===== src/rtl/serial_feeder_pkg.sv =====
// serial_feeder_pkg: shared types and sizing helpers for serial_word_feeder.
//   state_t  : feeder FSM states (IDLE, SHIFT)
//   calc_n   : bits per word on the line (data bits, plus one if parity is on)
//   calc_cw  : bit-counter width for a W-bit word
package serial_feeder_pkg;

  typedef enum logic {
    IDLE  = 1'b0,
    SHIFT = 1'b1
  } state_t;

  function automatic int calc_n(input int w, input bit parity);
    return parity ? w + 1 : w;
  endfunction

  function automatic int calc_cw(input int w);
    return $clog2(w + 2);
  endfunction

endpackage


===== src/rtl/word_parity.sv =====
// word_parity: even-parity bit of a W-bit word (XOR reduction), combinational.
// Ports:
//   word  input  W  word to reduce
//   par   output 1  XOR of all bits of word
module word_parity #(
  parameter int W = 8
) (
  input  logic [W-1:0] word,
  output logic         par
);

  assign par = ^word;

endmodule


===== src/rtl/serial_word_feeder.sv =====
// serial_word_feeder: parallel-in / serial-out stage feeding the serial input
// of the "11" sequence detector. Words arrive over a valid/ready handshake
// and leave MSB first, one bit per clock, with a sout_valid strobe. Words
// stream back to back with no gap; the line idles at 0.
// Build option: define PARITY_EN to append an even-parity bit to every word.
// Ports:
//   clk         input   1  rising-edge clock
//   rst         input   1  asynchronous, active-low reset
//   din         input   W  parallel word, sampled only on an accept
//   din_valid   input   1  upstream has a word on din
//   din_ready   output  1  stage can accept a word this cycle
//   sout        output  1  serial bit (registered)
//   sout_valid  output  1  sout carries a data/parity bit (registered)
//   busy        output  1  a word is being shifted
module serial_word_feeder
  import serial_feeder_pkg::*;
#(
  parameter int W = 8
) (
  input  logic         clk,
  input  logic         rst,
  input  logic [W-1:0] din,
  input  logic         din_valid,
  output logic         din_ready,
  output logic         sout,
  output logic         sout_valid,
  output logic         busy
);

`ifdef PARITY_EN
  localparam bit PAR_EN = 1'b1;
`else
  localparam bit PAR_EN = 1'b0;
`endif

  localparam int N  = calc_n(W, PAR_EN);
  localparam int CW = calc_cw(W);
  localparam logic [CW-1:0] LAST_BIT = CW'(N - 1);

  state_t         state, state_nx;
  logic [W-1:0]   shreg, shreg_nx;
  logic [CW-1:0]  cnt, cnt_nx;
  logic           sout_nx, sout_valid_nx;
  logic           accept, last;

`ifdef PARITY_EN
  localparam logic [CW-1:0] LAST_DATA = CW'(W - 1);
  logic par_q, par_nx, din_par;

  word_parity #(.W(W)) u_parity (
    .word (din),
    .par  (din_par)
  );
`endif

  assign last      = (cnt == LAST_BIT);
  assign din_ready = (state == IDLE) || ((state == SHIFT) && last);
  assign accept    = din_valid && din_ready;
  assign busy      = (state == SHIFT);

  always_ff @(posedge clk or negedge rst) begin
    if (!rst) begin
      state      <= IDLE;
      shreg      <= '0;
      cnt        <= '0;
      sout       <= 1'b0;
      sout_valid <= 1'b0;
`ifdef PARITY_EN
      par_q      <= 1'b0;
`endif
    end else begin
      state      <= state_nx;
      shreg      <= shreg_nx;
      cnt        <= cnt_nx;
      sout       <= sout_nx;
      sout_valid <= sout_valid_nx;
`ifdef PARITY_EN
      par_q      <= par_nx;
`endif
    end
  end

  // The MSB goes straight to sout on load, so shreg holds only the bits still
  // to come, left-aligned; its MSB is always the next bit to send.
  always_comb begin
    state_nx      = state;
    shreg_nx      = shreg;
    cnt_nx        = cnt;
    sout_nx       = sout;
    sout_valid_nx = sout_valid;
`ifdef PARITY_EN
    par_nx        = par_q;
`endif

    if (accept) begin
      state_nx      = SHIFT;
      shreg_nx      = {din[W-2:0], 1'b0};
      cnt_nx        = '0;
      sout_nx       = din[W-1];
      sout_valid_nx = 1'b1;
`ifdef PARITY_EN
      par_nx        = din_par;
`endif
    end else begin
      unique case (state)
        IDLE: begin
          sout_nx       = 1'b0;
          sout_valid_nx = 1'b0;
        end
        SHIFT: begin
          if (last) begin
            state_nx      = IDLE;
            shreg_nx      = '0;
            cnt_nx        = '0;
            sout_nx       = 1'b0;
            sout_valid_nx = 1'b0;
          end else begin
            cnt_nx        = cnt + CW'(1);
            sout_nx       = shreg[W-1];
            shreg_nx      = {shreg[W-2:0], 1'b0};
            sout_valid_nx = 1'b1;
`ifdef PARITY_EN
            if (cnt == LAST_DATA) sout_nx = par_q;
`endif
          end
        end
        default: begin
          state_nx      = IDLE;
          sout_nx       = 1'b0;
          sout_valid_nx = 1'b0;
        end
      endcase
    end
  end

endmodule


===== config.mk =====
export PLATFORM = sky130hd
export DESIGN_NAME = serial_word_feeder
export DESIGN_NICKNAME = d
export VERILOG_FILES = /design/src/rtl/serial_feeder_pkg.sv /design/src/rtl/word_parity.sv /design/src/rtl/serial_word_feeder.sv
export SDC_FILE = /design/constraint.sdc
export NUM_CORES = 1
export LEC_CHECK = 0
export ABC_AREA = 1
export BUFFER_PORTS_ARGS = -buffer_cell sky130_fd_sc_hd__buf_2
export CELL_PAD_IN_SITES_DETAIL_PLACEMENT = 0
export CELL_PAD_IN_SITES_GLOBAL_PLACEMENT = 1
export CORE_MARGIN = 1
export CORE_UTILIZATION = 33
export CTS_CLUSTER_SIZE = 14
export DETAILED_ROUTE_END_ITERATION = 8
export PLACE_DENSITY_LB_ADDON = 0.1
export SETUP_SLACK_MARGIN = 0.02
export SYNTH_ARGS = -nofsm -noshare
export SYNTH_HDL_FRONTEND = slang
export SYNTH_SLANG_ARGS = --single-unit

===== constraint.sdc =====
create_clock -name clk -period 1.2 [get_ports clk]
set_input_delay 0.12 -clock clk [delete_from_list [all_inputs] [get_ports clk]]
set_output_delay 0.12 -clock clk [all_outputs]
set_load 0.02 [all_outputs]

==> results.md <==
- Outcome: finished, violations left
- Failing checks: setup timing
- Most common cell after layout, fill and taps aside: nand2_1
- Final Cycle Share: 107%
- Largest net degree at the start of global routing: 14
- Initial DRC Count: 13
- Remaining DRCs: 0
- Multi-input gate area: 325 um^2
- Die ar.: 2130 um^2
- Wirelength per Cell: 13.0 um
- Die W: 46.1 um
- Layout area overhead: 44.4%
- Fill count: 186
- Initial antenna violation count: 0
- Setup TNS: -121 ps
- Worst slack, placed: -6.80 ps
- Overall routed net length: 1680 um
- Lkg Pwr: 0.465 nW
- Top cell type's share of synthesized area: 50.7%
- Synth warn: 0
- Synth Register Bits: 13
- Setup crit end kind: output pin
- P per Cell Area: 2250 nW/um^2
- Hold Path Sink: sout
- Die H: 46.1 um
- Post-Syn Area: 642 um^2
- FF+latch area: 327 um^2
- Number of port buffers: 14
- Vias post-DR: 616
- Row count: 15
- Vias per cell: 4.78
- Rel. slew slack: 79.0%
- Htree depth: 1
- Cell taking the most area after synthesis: dfrtp_1
- # nets final: 117
- Clock root cell: clkbuf_4
- Max cap viols: 0
- Cell count after synthesis: 76
- Synth area leaders: dfrtp_1, nand2_1, nand3_1
- Worst-Skew Late Latency: 280 ps
- CP Max Fanout: 3
- Ports: 15
- Reg2Reg Depth: 6
- Layout cell share with drive strength beyond 1: 40.4%
- WP data required: 1080 ps
- Clock Path Buffers: 2
- Share of the yosys chip area belonging to registers: 50.7%
- Initial core utilization: 36.0%
- CTS tree: built
- Most frequent cells in the layout: nand2_1, dfrtp_1, buf_2, buf_4, nand3_1
- Reg-to-reg endpoint: cnt[3]
- Sink count of the clock tree: 13
- Post-DP Area: 771 um^2
- Grt ovf: 0
- Post-Syn Area per Cell: 8.45 um^2
- Clock transition at path regs: 90 ps
- Final HPWL from detailed placement: 980 um
- TritonCTS buffer count: 3
- WP data arrival: 1160 ps
- Distinct cells, synth: 15
- Hold WC Path Type: in -> reg
- Worst R2R Start: cnt[1]
- Worst clock skew: 3.08 ps
- Hold path startpoint: din[7]
- Drt pass-1 iters: 4
- Hold path depth: 3
- Vias in the first global route: 525
- N_diodes: 0
- Worst reg2reg setup slack: -30 ps
- Final setup fails: 3
- Final Max Tran Viols: 0
- First-pass GRT wire length: 2480 um
- Max IR drop VDD: 1010 uV
- Post-route antenna net violation count: 0
- Final Wtd Congestion: 0.764
- Max Fclk: 782 MHz
- Unrepaired setup endpoints after global routing: yes
- Post-route cell area: 927 um^2
- Final Hold Fails: 0
- Final worst slack: -78.2 ps
- Setup CP Type: reg -> out
- Worst setup SP type: flop
- Post-Syn Nets: 88
- Total GRT Usage: 17.1%
- Min Clock Period, post-route: 1280 ps
- Worst Max-Slew Pin Slew: 315 ps
- Core Footprint: 1780 um^2
==> worst max-delay path by stage <==
stage	start	endpoint
after floorplan	cnt[0]	cnt[1]
after global placement	cnt[0]	shreg[6]
after detailed placement	cnt[1]	shreg[7]
after CTS	cnt[1]	din_ready
after global routing	cnt[0]	din_ready
final	cnt[1]	din_ready
==> flip-flops by register name, summed over array words and instances, names as in the netlist <==
signal	cells
sout	1
sout_valid	1
cnt	4
shreg	7
==> where the power goes <==
group / switching (mW) / leakage (nW) / total, mW / internal [mW]
Combinational: 0.529 / 0.285 / 1.05 / 0.519
Sequential: 0.141 / 0.165 / 0.752 / 0.611
Clock: 0.154 / 0.0150 / 0.283 / 0.129
==> through the flow <==
step	util, %	instances	hold slack, ps	total power, mW
after floorplan	-	76	-176	1.24
after global placement	43.2	118	30.0	1.44
after detailed placement	43.2	118	30.8	1.45
after CTS	47.2	126	67.5	1.84
after global routing	52.0	129	81.1	2.24
final	52.0	129	72.2	2.08
==> cells by family after synthesis <==
kind of cell	after synthesis	synth area share [%]
compound gates	6	6.43
xor+xnor	2	2.73
simple gates	46	31.8
buf+inv	8	6.43
flops	13	50.7
fa+ha+maj	1	1.95
==> Yosys cell counts, drive strengths merged <==
| cell type | count |
|---|---|
| buf | 3 |
| ha | 1 |
| nor2 | 1 |
| xnor2 | 1 |
| nand2 | 32 |
| inv | 5 |
| dfrtp | 13 |
| o211ai | 4 |
| o22ai | 1 |
| o21ai | 1 |
| nand3 | 13 |
| xor2 | 1 |
==> per-layer routing <==
metal  GRT usage (%)  wire length [um]  up-vias
li1                -                 -      302
met1            24.1               742      284
met2            24.5               802       28
met3            2.35               118        2
met4            10.6                12        0
met5               0                 0        -
==> worst max-delay path: stages (launching register included) <==
cell,delay (ps)
dfrtp_1,420
ha_4,190
nand3_4,70
nand2_4,70
buf_6,130
==> area by class of cell <==
cell class                      count  share of cell area [%]
Sequential cell                    13                    35.2
Timing Repair Buffer               27                    21.2
Inverter                            5                    2.29
Tap cell                           25                    3.37
Clock buffer                        4                    2.83
Multi-Input combinational cell     55                    35.1
==> timing repair <==
item                                   in CTS  in global routing
hold buffers                                1                  0
setup buffers                               3                  3
setup endpoints to repair                   9                 15
endpoints found under the hold margin      13                  0
gates resized for setup                     4                 15
pin swaps                                   0                  2
Note: power is estimated with default switching activity, not from simulation.
